==> src/rtl/soc_run_monitor.sv <==
// -----------------------------------------------------------------------------
// soc_run_monitor
// End-of-run monitor for multi-core (lockstep / TMR) SoC builds. It watches
// each core's completion flag, result word and fetch address. It reports run
// completion, per-core stalls and a global timeout. It also produces a
// bitwise-majority voted result and a per-core disagreement mask.
//
// Ports
//   clk_i            clock, rising edge
//   rst_ni           asynchronous active-low reset
//   start_i          start/restart a run (accepted in IDLE and FINISH only)
//   mem_flag_i       per-core completion flag, core k owns slice k, nonzero = done
//   mem_result_i     per-core result word
//   instr_addr_i     per-core fetch address
//   busy_o           high while running or checking
//   done_o           run finished, held until the next start_i
//   timeout_o        run ended by timeout (valid while done_o)
//   core_done_o      sticky per-core completion
//   stall_o          sticky per-core stall detect
//   result_o         bitwise-majority voted result (valid while done_o)
//   mismatch_o       any core disagrees with result_o
//   mismatch_mask_o  bit k = core k result differs from result_o
//   cycles_o         RUN cycles elapsed, saturating
// -----------------------------------------------------------------------------
module soc_run_monitor #(
    parameter int NUM_CORES      = 3,
    parameter int DATA_W         = 32,
    parameter int ADDR_W         = 32,
    parameter int CNT_W          = 20,
    parameter int TIMEOUT_CYCLES = 1000,
    parameter int STALL_CYCLES   = 64
) (
    input  logic                          clk_i,
    input  logic                          rst_ni,
    input  logic                          start_i,
    input  logic [NUM_CORES*DATA_W-1:0]   mem_flag_i,
    input  logic [NUM_CORES*DATA_W-1:0]   mem_result_i,
    input  logic [NUM_CORES*ADDR_W-1:0]   instr_addr_i,
    output logic                          busy_o,
    output logic                          done_o,
    output logic                          timeout_o,
    output logic [NUM_CORES-1:0]          core_done_o,
    output logic [NUM_CORES-1:0]          stall_o,
    output logic [DATA_W-1:0]             result_o,
    output logic                          mismatch_o,
    output logic [NUM_CORES-1:0]          mismatch_mask_o,
    output logic [CNT_W-1:0]              cycles_o
);

    localparam int VCW = $clog2(NUM_CORES + 1);
    localparam logic [VCW-1:0] VOTE_HALF = VCW'(NUM_CORES / 2);
    localparam int SCW = $clog2(STALL_CYCLES);
    localparam logic [SCW-1:0] STALL_LAST = SCW'(STALL_CYCLES - 1);
    localparam logic [CNT_W-1:0] TIMEOUT_LAST = CNT_W'(TIMEOUT_CYCLES - 1);
    localparam logic [CNT_W-1:0] CNT_MAX = {CNT_W{1'b1}};

    typedef enum logic [1:0] {
        ST_IDLE   = 2'd0,
        ST_RUN    = 2'd1,
        ST_CHECK  = 2'd2,
        ST_FINISH = 2'd3
    } state_t;

    state_t                         state_r, state_next_s;
    logic                           timeout_hit_s;
    logic                           clear_s;
    logic [NUM_CORES-1:0]           flag_hit_s;
    logic [NUM_CORES-1:0]           complete_now_s;
    logic                           all_done_s;
    logic [DATA_W-1:0]              vote_s;
    logic [NUM_CORES-1:0]           mask_s;
    logic [NUM_CORES-1:0][SCW-1:0]  stall_cnt_r, stall_cnt_next_s;
    logic [NUM_CORES-1:0]           stall_hit_s;
    logic [NUM_CORES*ADDR_W-1:0]    prev_addr_r;
    logic [NUM_CORES*DATA_W-1:0]    latched_res_r;
    logic [NUM_CORES-1:0]           core_done_r, stall_r, mask_r;
    logic [CNT_W-1:0]               cycles_r;
    logic [DATA_W-1:0]              result_r;
    logic                           busy_r, done_r, timeout_r, mismatch_r;

    // Bit i of the vote is set when a strict majority of cores have bit i set;
    // an even split resolves to 0.
    function automatic logic [DATA_W-1:0] vote_majority(input logic [NUM_CORES*DATA_W-1:0] res);
        logic [VCW-1:0] ones;
        vote_majority = {DATA_W{1'b0}};
        for (int i = 0; i < DATA_W; i++) begin
            ones = {VCW{1'b0}};
            for (int k = 0; k < NUM_CORES; k++) begin
                ones = ones + VCW'(res[k*DATA_W + i]);
            end
            vote_majority[i] = (ones > VOTE_HALF);
        end
    endfunction

    // Per-core completion detection, clear request and result voting.
    always_comb begin
        flag_hit_s = {NUM_CORES{1'b0}};
        mask_s     = {NUM_CORES{1'b0}};
        for (int k = 0; k < NUM_CORES; k++) begin
            flag_hit_s[k] = |mem_flag_i[k*DATA_W +: DATA_W];
        end
        if (state_r == ST_RUN) begin
            complete_now_s = flag_hit_s & ~core_done_r;
        end else begin
            complete_now_s = {NUM_CORES{1'b0}};
        end
        all_done_s = &(core_done_r | complete_now_s);
        clear_s    = start_i && ((state_r == ST_IDLE) || (state_r == ST_FINISH));
        vote_s     = vote_majority(latched_res_r);
        for (int k = 0; k < NUM_CORES; k++) begin
            mask_s[k] = (latched_res_r[k*DATA_W +: DATA_W] != vote_s);
        end
    end

    // Next-state logic; completion is tested before timeout so it wins a tie.
    always_comb begin
        state_next_s  = state_r;
        timeout_hit_s = 1'b0;
        case (state_r)
            ST_IDLE: begin
                if (start_i) begin
                    state_next_s = ST_RUN;
                end else begin
                    state_next_s = ST_IDLE;
                end
            end
            ST_RUN: begin
                if (all_done_s) begin
                    state_next_s = ST_CHECK;
                end else if (cycles_r == TIMEOUT_LAST) begin
                    state_next_s  = ST_FINISH;
                    timeout_hit_s = 1'b1;
                end else begin
                    state_next_s = ST_RUN;
                end
            end
            ST_CHECK: begin
                state_next_s = ST_FINISH;
            end
            ST_FINISH: begin
                if (start_i) begin
                    state_next_s = ST_RUN;
                end else begin
                    state_next_s = ST_FINISH;
                end
            end
            default: begin
                state_next_s = ST_IDLE;
            end
        endcase
    end

    // State register.
    always_ff @(posedge clk_i or negedge rst_ni) begin
        if (!rst_ni) begin
            state_r <= ST_IDLE;
        end else begin
            state_r <= state_next_s;
        end
    end

    // Stall counters: restart on address change or once the core is done.
    always_comb begin
        stall_cnt_next_s = stall_cnt_r;
        stall_hit_s      = {NUM_CORES{1'b0}};
        for (int k = 0; k < NUM_CORES; k++) begin
            if ((instr_addr_i[k*ADDR_W +: ADDR_W] != prev_addr_r[k*ADDR_W +: ADDR_W]) ||
                core_done_r[k] || complete_now_s[k]) begin
                stall_cnt_next_s[k] = {SCW{1'b0}};
            end else if (stall_cnt_r[k] != STALL_LAST) begin
                stall_cnt_next_s[k] = stall_cnt_r[k] + {{(SCW-1){1'b0}}, 1'b1};
            end else begin
                stall_cnt_next_s[k] = stall_cnt_r[k];
            end
            stall_hit_s[k] = (stall_cnt_next_s[k] == STALL_LAST);
        end
    end

    // Address history (always sampled) and stall tracking during RUN.
    always_ff @(posedge clk_i or negedge rst_ni) begin
        if (!rst_ni) begin
            prev_addr_r <= {(NUM_CORES*ADDR_W){1'b0}};
            stall_cnt_r <= {(NUM_CORES*SCW){1'b0}};
            stall_r     <= {NUM_CORES{1'b0}};
        end else begin
            prev_addr_r <= instr_addr_i;
            if (clear_s) begin
                stall_cnt_r <= {(NUM_CORES*SCW){1'b0}};
                stall_r     <= {NUM_CORES{1'b0}};
            end else if (state_r == ST_RUN) begin
                stall_cnt_r <= stall_cnt_next_s;
                stall_r     <= stall_r | stall_hit_s;
            end
        end
    end

    // Run datapath: cycle count, result capture, vote registration.
    // The counter is frozen on the timeout exit so it reports the exact
    // cycle at which the run was abandoned.
    always_ff @(posedge clk_i or negedge rst_ni) begin
        if (!rst_ni) begin
            cycles_r      <= {CNT_W{1'b0}};
            core_done_r   <= {NUM_CORES{1'b0}};
            latched_res_r <= {(NUM_CORES*DATA_W){1'b0}};
            timeout_r     <= 1'b0;
            result_r      <= {DATA_W{1'b0}};
            mask_r        <= {NUM_CORES{1'b0}};
            mismatch_r    <= 1'b0;
        end else if (clear_s) begin
            cycles_r      <= {CNT_W{1'b0}};
            core_done_r   <= {NUM_CORES{1'b0}};
            latched_res_r <= {(NUM_CORES*DATA_W){1'b0}};
            timeout_r     <= 1'b0;
            result_r      <= {DATA_W{1'b0}};
            mask_r        <= {NUM_CORES{1'b0}};
            mismatch_r    <= 1'b0;
        end else if (state_r == ST_RUN) begin
            if (!timeout_hit_s && (cycles_r != CNT_MAX)) begin
                cycles_r <= cycles_r + {{(CNT_W-1){1'b0}}, 1'b1};
            end
            core_done_r <= core_done_r | complete_now_s;
            for (int k = 0; k < NUM_CORES; k++) begin
                if (complete_now_s[k]) begin
                    latched_res_r[k*DATA_W +: DATA_W] <= mem_result_i[k*DATA_W +: DATA_W];
                end
            end
            if (timeout_hit_s) begin
                timeout_r <= 1'b1;
            end
        end else if (state_r == ST_CHECK) begin
            result_r   <= vote_s;
            mask_r     <= mask_s;
            mismatch_r <= |mask_s;
        end
    end

    // Registered busy/done flags derived from the upcoming state.
    always_ff @(posedge clk_i or negedge rst_ni) begin
        if (!rst_ni) begin
            busy_r <= 1'b0;
            done_r <= 1'b0;
        end else begin
            busy_r <= (state_next_s == ST_RUN) || (state_next_s == ST_CHECK);
            done_r <= (state_next_s == ST_FINISH);
        end
    end

    assign busy_o          = busy_r;
    assign done_o          = done_r;
    assign timeout_o       = timeout_r;
    assign core_done_o     = core_done_r;
    assign stall_o         = stall_r;
    assign result_o        = result_r;
    assign mismatch_o      = mismatch_r;
    assign mismatch_mask_o = mask_r;
    assign cycles_o        = cycles_r;

endmodule

==> config.mk <==
export PLATFORM = sky130hd
export DESIGN_NAME = soc_run_monitor
export DESIGN_NICKNAME = d
export VERILOG_FILES = /design/src/rtl/soc_run_monitor.sv
export SDC_FILE = /design/constraint.sdc
export NUM_CORES = 1
export LEC_CHECK = 0
export CORE_ASPECT_RATIO = 0.5
export CORE_MARGIN = 1.5
export CORE_UTILIZATION = 30
export DETAILED_ROUTE_END_ITERATION = 12
export PLACE_DENSITY_LB_ADDON = 0.3
export SLEW_MARGIN = 20
export SYNTH_ARGS = -nofsm -noshare
export SYNTH_HDL_FRONTEND = slang
export SYNTH_SLANG_ARGS = --single-unit
==> constraint.sdc <==
create_clock -name clk_i -period 4.16 [get_ports clk_i]
set_input_delay 1.248 -clock clk_i [delete_from_list [all_inputs] [get_ports clk_i]]
set_output_delay 1.248 -clock clk_i [all_outputs]
set_load 0.01 [all_outputs]
; Word level (Yosys, flattened, before mapping)
; Index checks and enable logic that the tools add are counted.
[op_classes]
add_sub_neg = 68
mul = 0
div_mod_pow = 0
order_cmp = 32
eq_ne = 21
n_shift = 0
mux = 41
n_bitwise = 4
reduce_logical = 30
[ops]
columns = cell, n
row1 = two-way mux 32 bit, 6
row2 = two-way mux 96 bit, 2
row3 = != test 32 bit, 6
row4 = OR reduction 32 bit, 3
row5 = adder 1 x 1 -> 2 bit, 32
row6 = adder 2 x 1 -> 2 bit, 32
row7 = "> comparator 2 x 1 -> 1 bit, second input constant", 32
row8 = two-way mux 20 bit, 3
row9 = two-way mux 18 bit, 2
row10 = two-way mux 6 bit, 6
row11 = two-way mux 3 bit, 8
row12 = "adder 20 x 1 -> 20 bit, second input constant", 1
row13 = "== test 20 x 10 -> 1 bit, second input constant", 1
row14 = "!= test 20 bit, second input constant", 1
row15 = "adder 6 x 1 -> 6 bit, second input constant", 3
row16 = "== test 6 bit, second input constant", 3
row17 = "!= test 6 bit, second input constant", 3
row18 = nonzero test 2 bit, 7
row19 = AND reduction 2 bit, 6
row20 = two-way mux 1 bit, 10
row21 = "== test 2 bit, second input constant", 4
row22 = logical OR 1 bit, 8
row23 = one-hot mux 2 bit (4 select lines), 1
row24 = two-way mux 2 bit, 3
row25 = other kinds (10), 13
[totals]
ff_bits = 277
latchBits = 0
mem_bits_rw = 0
mem_bits_ro = 0
output_inout_bits = 65
wordCells = 213
mem_count = 0

; Depth between registers and ports, before layout
; Gate-level depths: netlist of run 1.
[logic_depth]
depth_word = 12
depth_mapped = 8
mapped_depth_nobuf = 7

; Least setup slack after synthesis of run 1
; Ideal clock, no wire load.
[synth_path]
path_kind = in2reg
start = input mem_flag_i[60]
end = register busy_r (netlist: busy_o)
setup_time_ns = 0.126
arrival_time_ns = 2.667
required_time_ns = 4.034
setup_slack_ns = 1.367
cell_stages = 7
cell_sequence = nor4_1 nand4_1 o21ai_1 a222oi_1 o21ai_1 a21oi_1 ha_1
[synth_between]
elab_chain_len = 9
[synth_rtl]
columns = element, line
row1 = "start, declared", 36  ; input logic [NUM_CORES*DATA_W-1:0] mem_flag_i,
row2 = OR reduction 32 bit (*), 100  ; flag_hit_s[k] = |mem_flag_i[k*DATA_W +: DATA_W];
row3 = AND 3 bit (*), 103  ; complete_now_s = flag_hit_s & ~core_done_r;
row4 = two-way mux 3 bit (*), 102  ; if (state_r == ST_RUN) begin
row5 = bitwise OR 3 bit (*), 107  ; all_done_s = &(core_done_r | complete_now_s);
row6 = AND reduction 3 bit (*), 107
row7 = two-way mux 2 bit (*), 128  ; if (all_done_s) begin
row8 = one-hot mux 2 bit (4 select lines) (*), 119  ; case (state_r)
row9 = net state_next_s[1], 64  ; state_t state_r, state_next_s;
row10 = == test 2 x 1 -> 1 bit / == test 2 bit (equally long branches), 243  ; busy_r <= (state_next_s == ST_RUN) || (state_next_s == ST_CHECK);
row11 = logical OR 1 bit (*), 243
row12 = "end signal, assigned", 243
row13 = "end, declared", 79  ; logic busy_r, done_r, timeout_r, mismatch_r;
; The timed path passes the listed nets; every way through them passes the cells marked *.
; A chain may end at the register's enable or synchronous reset.

; Final worst setup path of run 1
[layout_path]
start = input mem_flag_i[70]
end = register stall_cnt_r[14] (netlist bit)
[layout_between]
elab_chain_len = 7
[layout_rtl]
columns = element, line
row1 = OR reduction 32 bit, 100
row2 = AND 3 bit, 103
row3 = two-way mux 3 bit, 102
row4 = logical OR 1 bit, 168  ; core_done_r[k] || complete_now_s[k]) begin
row5 = two-way mux 6 bit, 167  ; if ((instr_addr_i[k*ADDR_W +: ADDR_W] != prev_addr_r[k*ADDR_W +: ADDR_W]) ||
row6 = two-way mux 18 bit, 190  ; end else if (state_r == ST_RUN) begin
row7 = two-way mux 18 bit, 187  ; if (clear_s) begin
row8 = "end signal, assigned", 183  ; stall_cnt_r <= {(NUM_CORES*SCW){1'b0}};
row9 = "end signal, assigned", 188  ; stall_cnt_r <= {(NUM_CORES*SCW){1'b0}};
row10 = "end signal, assigned", 191  ; stall_cnt_r <= stall_cnt_next_s;
row11 = "end, declared", 72  ; logic [NUM_CORES-1:0][SCW-1:0] stall_cnt_r, stall_cnt_next_s;
; No other way between the ends. The select of a mux whose other input is x is not followed.

==> metrics.yaml, run 1 <==
yosys:
  synthArstFlopShare_pct: 100.0
  ys.flop_type: "dfrtp_1"
  synthMuxAreaShare_pct: 0.4620
  yosys.area_share.simple_pct: 18.36
  yosysWarningCount: 0
  synth_top_family_by_area: "simple AND/OR/NAND/NOR gates"
  synth_fa_ha_area_share_pct: 3.866
  syn-mean-instance-area_um2: 9.823
  yosysUniqueCellTypes: 58
  synth_edf_count: 0
  ys_ff_latch: 277
  netlist_area_um2: 13270
  synth-compound-area-share_pct: 11.12
  ys_seq_area_share_pct: 52.23
  synth_fp_nets: 1683
  netlist_instances: 1351
  synthXorXnorAreaFrac_pct: 11.48
finish:
  nFillCells: 4205
  final_cell_area_um2: 18730
  area_delta_synth_final_pct: 41.11
  layout_common_cells: "clkdlybuf4s50_1 (354), dfrtp_1 (277), nand2_1 (258)"
  final_common_cell: "clkdlybuf4s50_1"
  multi_input_area_um2: 6028
  stdcell_count: 2329
  drive_above_1_share_pct: 5.124
  seq_area_um2: 6932
  nNetsFinal: 2046
route:
  wl_um: 43980
  vias: 11220
  wl_per_cell_um: 18.88
  dr.pass1.iters: 5
  postRouteAntennaNets: 0
  drt_drc_violations_left: 0
  vias_per_cell: 4.818
  drtIter0Drc: 679
die:
  core-area_um2: 43580
  die_h_um: 151.7
  dieArea_um2: 45580
  num_rows: 54
  die_w_um: 300.4
  initial_core_util_pct: 30.45
  pin_count: 356
outcome:
  status: "complete, no violations"
placed_design:
  placed_cell_area_um2: 17630
  dpl.cell_count: 2271
  hpwl_um: 33770
  port_buffers: 355
  place_congestion: 0.8963
clock_network:
  clock_latency_ps: 570
  cts_made_buffers: 29
  post_cts_buffers: 0
  tritoncts: "built"
  cts_max_path_buffers: 3
  cts.clk_slew.worst_paths_ps: 70
  cts_hold_buffers: 0
  cts_max_level: 1
  cts_resized: 0
  cts.sinks: 277
  clockRootBuffer: "clkbuf_16"
setup_path:
  startpoint_type: "input pin"
  cp.required_ps: 4650
  critPathMaxFanout: 12
  worstPathArrival_ps: 3850
  path_class: "in -> reg"
  end_kind: "flip-flop"
sta:
  worst_slew_pin_slew_ps: 1009
  period_needed_ps: 3361
  hold_viol: 0
  rsz0062_at_grt: "false"
  max_clock_freq_mhz: 297.6
  skew_ps: 17.14
  slew_violations: 0
  setup_tns_ps: 0
  setup_violations: 0
  max-slew-margin-rel_pct: 32.66
  min_period_over_period_pct: 80.78
global_routing:
  antenna_found_initial: 4
  grt_pass1_vias: 11450
  grt_max_degree: 82
  grt_pass1_wl_um: 67140
  grt_usage_pct: 19.26
  globalRouteOverflowTotal: 0
run:
  cap_violations: 0
pwr:
  vdd_drop_max_mv: 0.3124
  power_density_nw_per_um2: 527.8
  p_leak_nw: 7.667
worst_hold_path:
  hold_class: "reg -> reg"
layer usage:
metal | routed length [µm] | global-route usage [%] | vias to the layer above
met4 | 1182 | 5.758 | 0
met1 | 19410 | 25.31 | 5454
met3 | 2056 | 3.308 | 69
met2 | 21330 | 32.66 | 251
li1 | - | - | 5446
met5 | 0 | 0 | -
worst max-delay path: stages:
cell and delay, ps:
clkdlybuf4s50_1 410, nor4_1 320, nand4_1 180, o21ai_1 510
buf_4 210, nand4_1 360, a311oi_1 420, o22a_1 180
stage by stage:
| step | power [mW] | hold slack, ps | worst slack, ps | utilization, % |
|---|---|---|---|---|
| floorplan | 5.420 | 514.0 | 1367 | - |
| global placement | 6.929 | 465.7 | 305.2 | 40.47 |
| detailed placement | 6.960 | 469.9 | 229.7 | 40.47 |
| CTS | 9.950 | 483.9 | 814.2 | 42.95 |
| global route | 10.47 | 508.9 | 612.7 | 42.97 |
| finish | 9.884 | 478.8 | 799.4 | 42.97 |
kinds of logic (layout without fill, tap and decap cells):
kind of cell,after synthesis,after routing
AND/OR/NAND/NOR,507,507
XOR/XNOR,174,174
other,0,4
buffers and inverters,87,473
flip-flops,277,277
AO/OA/AOI/OAI,259,259
multiplexers,6,6
adder cells (fa/ha/maj),41,41
where the power goes:
part | switching (mW) | internal (mW) | total [mW]
Clock | 1.18 | 1.79 | 2.96
Sequential | 0.429 | 3.12 | 3.55
Combinational | 2.00 | 1.37 | 3.37
layout make-up:
class | instances | area share (%)
Sequential cell | 277 | 37.02
Multi-Input combinational cell | 987 | 32.19
Timing Repair Buffer | 379 | 20.23
Clock buffer | 34 | 4.189
Tap cell | 588 | 3.929
Clock inverter | 20 | 1.584
Inverter | 40 | 0.8018
Antenna cell | 4 | 0.05345
state kept, by name (all words and copies together) (netlist names):
signal,cells
busy_o,1
core_done_o,3
cycles_o,20
done_o,1
latched_res_r,96
mismatch_mask_o,3
mismatch_o,1
prev_addr_r,96
result_o,32
stall_cnt_r,18
stall_o,3
state_r,2
timeout_o,1
synth_stat cells, types with 5 or more instances:
master,count,area share [%]
dfrtp_1,277,52
nand4_1,56,2.6
ha_1,41,3.9
clkbuf_1,39,1.1
nand2_1,258,7.3
o21ai_1,5,0.19
nor4_1,40,1.9
a31oi_1,12,0.57
o22a_1,5,0.33
nand2b_1,11,0.52
mux2i_1,5,0.38
inv_1,40,1.1
nor2b_1,8,0.38
nor3b_1,21,1.2
xnor2_1,103,6.8
buf_1,6,0.17
and3_1,7,0.33
nor2_1,47,1.3
nand3_1,21,0.79
o21ai_0,39,1.5
a21oi_1,153,5.8
nor3_1,16,0.60
o22ai_1,11,0.52
xor2_1,71,4.7
worst paths after layout:
| path | from | to | slack, ps | depth (start not counted) |
|---|---|---|---|---|
| max | mem_flag_i[70] | stall_cnt_r[14] | 800 | 8 |
| min | result_o[20] | result_o[20] | 480 | 2 |
| max reg2reg | state_r[1] | mismatch_o | 1300 | 8 |
| min reg2reg | result_o[20] | result_o[20] | 480 | 2 |
| max in group asynchronous | rst_ni | stall_o[1] | 2690 | 2 |
| min in group asynchronous | rst_ni | prev_addr_r[9] | 680 | 1 |
(Power assumes the default switching activity.)
==> run 2: changes to the inputs <==
==> constraint.sdc (replaced) <==
create_clock -name clk_i -period 3.4 [get_ports clk_i]
set_input_delay 1.02 -clock clk_i [delete_from_list [all_inputs] [get_ports clk_i]]
set_output_delay 1.02 -clock clk_i [all_outputs]
set_load 0.01 [all_outputs]
==> run 2 against run 1 <==
- combinational power is 24% higher
- critical endpoint is now busy_o
- largest power group unchanged
- design area is 0.85% lower
- largest cell class unchanged
- wire length barely moved
- clock skew is 5.1 ps higher
- highest routed layer unchanged
- cell count is the same
==> metrics.yaml, run 2 (synthesized netlist as in run 1, its figures left out) <==
outcome:
  status: "complete, no violations"
die:
  pin_count: 356  # unchanged
  die_w_um: 300.4  # unchanged
  num_rows: 54  # unchanged
  dieArea_um2: 45580  # unchanged
  initial_core_util_pct: 30.45  # unchanged
  die_h_um: 151.7  # unchanged
  core-area_um2: 43580  # unchanged
clock_network:
  cts_max_level: 1  # unchanged
  cts_resized: 0  # unchanged
  cts.sinks: 277  # unchanged
  clockRootBuffer: "clkbuf_16"
  cts_made_buffers: 27  # -6.9%
  post_cts_buffers: 0  # unchanged
  clock_latency_ps: 560  # about the same
  cts_hold_buffers: 0  # unchanged
  cts.clk_slew.worst_paths_ps: 60  # about the same
  tritoncts: "built"
  cts_max_path_buffers: 3  # unchanged
route:
  drtIter0Drc: 664  # -2.2%
  drt_drc_violations_left: 0  # unchanged
  wl_um: 43980  # about the same
  dr.pass1.iters: 5  # unchanged
  wl_per_cell_um: 18.88  # about the same
  vias: 11220  # unchanged
  vias_per_cell: 4.818  # unchanged
  postRouteAntennaNets: 0  # unchanged
sta:
  slew_violations: 0  # unchanged
  setup_violations: 0  # unchanged
  max_clock_freq_mhz: 335.1
  worst_slack_ps: 416.1  # -383.3 ps
  worst_slew_pin_slew_ps: 1023  # +13.56 ps
  rsz0062_at_grt: "false"
  min_period_over_period_pct: 87.76
  setup_tns_ps: 0  # unchanged
  skew_ps: 22.24  # +5.097 ps
  max-slew-margin-rel_pct: 31.83  # -0.83 points
  period_needed_ps: 2984
  hold_viol: 0  # unchanged
setup_path:
  startpoint_type: "input pin"
  critPathMaxFanout: 5  # -7
  reg2reg_to: "mismatch_o"
  path_class: "in -> reg"
  worstPathArrival_ps: 3410  # -440 ps
  end_kind: "flip-flop"
  rrSetupSlack_ps: 800  # -500 ps
  cp.required_ps: 3820  # -830 ps
  worst_r2r_startpoint: "latched_res_r[65]"
  reg2regPathDepth: 7  # -1
pwr:
  vdd_drop_max_mv: 0.3351  # +7.2%
  p_clk_share_pct: 26.0  # -4.0 points
  switching_share_pct: 37.59  # +1.1 points
  p_leak_nw: 7.619  # -0.63%
  pwr-share-comb_pct: 36.2  # +2.1 points
  p_int_mw: 7.197  # +15%
  p_seq_share_pct: 37.8  # +1.8 points
  power_mw: 11.53  # +17%
  power_density_nw_per_um2: 621.1  # +18%
  switching_power_mw: 4.334  # +20%
placed_design:
  placed_cell_area_um2: 17710  # +0.41%
  pre_cts_ws_ps: -174.8  # -404.6 ps
  hpwl_um: 33580  # -0.57%
  dpl.cell_count: 2279  # +0.35%
  port_buffers: 355  # unchanged
  place_congestion: 0.9161  # +2.2%
global_routing:
  grt_pass1_wl_um: 66720  # -0.62%
  grt_max_degree: 86  # +4.9%
  globalRouteOverflowTotal: 0  # unchanged
  antenna_found_initial: 1  # -3
  grt_pass1_vias: 11250  # -1.7%
  grt_usage_pct: 19.23  # -0.035 points
finish:
  layout_common_cells: "clkdlybuf4s50_1 (354), dfrtp_1 (277), nand2_1 (258)"
  area_delta_synth_final_pct: 39.91
  final_common_cell: "clkdlybuf4s50_1"
  seq_area_um2: 6932  # unchanged
  drive_above_1_share_pct: 5.057  # -0.066 points
  multi_input_area_um2: 6028  # unchanged
  stdcell_count: 2329  # unchanged
  nFillCells: 4263  # +1.4%
  final_cell_area_um2: 18570  # -0.85%
  nNetsFinal: 2052  # +0.29%
worst_hold_path:
  hold_class: "in -> async"
run:
  cap_violations: 0  # unchanged
## run 2: changes by cell type in the layout (fill, tap and decap cells not counted), sizes merged
cell / delta
buf: +8
inv: -1
clkinv: +1
clkinvlp: -2
diode: -3
clkbuf: +3
bufinv: -6
## run 2: how the worst max path moves through the flow
| stage | slack [ps] | cells after the start | startpoint | endpoint |
|---|---|---|---|---|
| after floorplan | 830 | 7 | mem_flag_i[60] | busy_o |
| after global placement | -150 | 9 | mem_flag_i[33] | busy_o |
| after detailed placement | -170 | 9 | mem_flag_i[33] | busy_o |
| after CTS | 410 | 9 | mem_flag_i[33] | busy_o |
| after global routing | 240 | 9 | mem_flag_i[33] | busy_o |
| final | 420 | 9 | mem_flag_i[33] | busy_o |
## run 2: per-stage QoR
stage	hold slack [ps]	utilization, %
floorplan	514.0	-
global placement	463.6	40.63
detailed placement	468.6	40.63
CTS	462.6	42.60
global route	465.3	42.60
finish	428.5	42.60
## run 2: worst max-delay path, cell delays in order
cell and delay (ps):
clkdlybuf4s50_1 400, nor4_1 670, nand4_1 160, o21ai_1 190
buf_4 160, a222oi_1 150, nand2b_1 180, a22oi_1 200
ha_1 270
## run 2: cell type report
type / instances / area share [%]
clock inverter: 12 / 0.5054
antenna: 1 / 0.01348
inverter: 40 / 0.8087
tap: 588 / 3.963
timing repair buffer: 387 / 20.80
clock buffer: 37 / 4.111
sequential: 277 / 37.33
multi-input combinational: 987 / 32.47
## run 2: power by group through the flow
stage	Combinational, mW	Sequential [mW]	Clock, mW
finish	4.17	4.36	3.00
global placement	4.15	4.39	0
CTS	4.21	4.35	3.10
global route	4.62	4.42	3.24
detailed placement	4.19	4.41	0
floorplan	2.35	4.28	0
## run 2: layer usage
layer | wire (µm) | vias up | track usage [%]
li1 | - | 5460 | -
met1 | 19400 | 5476 | 25.19
met2 | 21400 | 221 | 32.74
met4 | 1265 | 0 | 5.480
met3 | 1918 | 63 | 3.393
met5 | 0 | - | 0
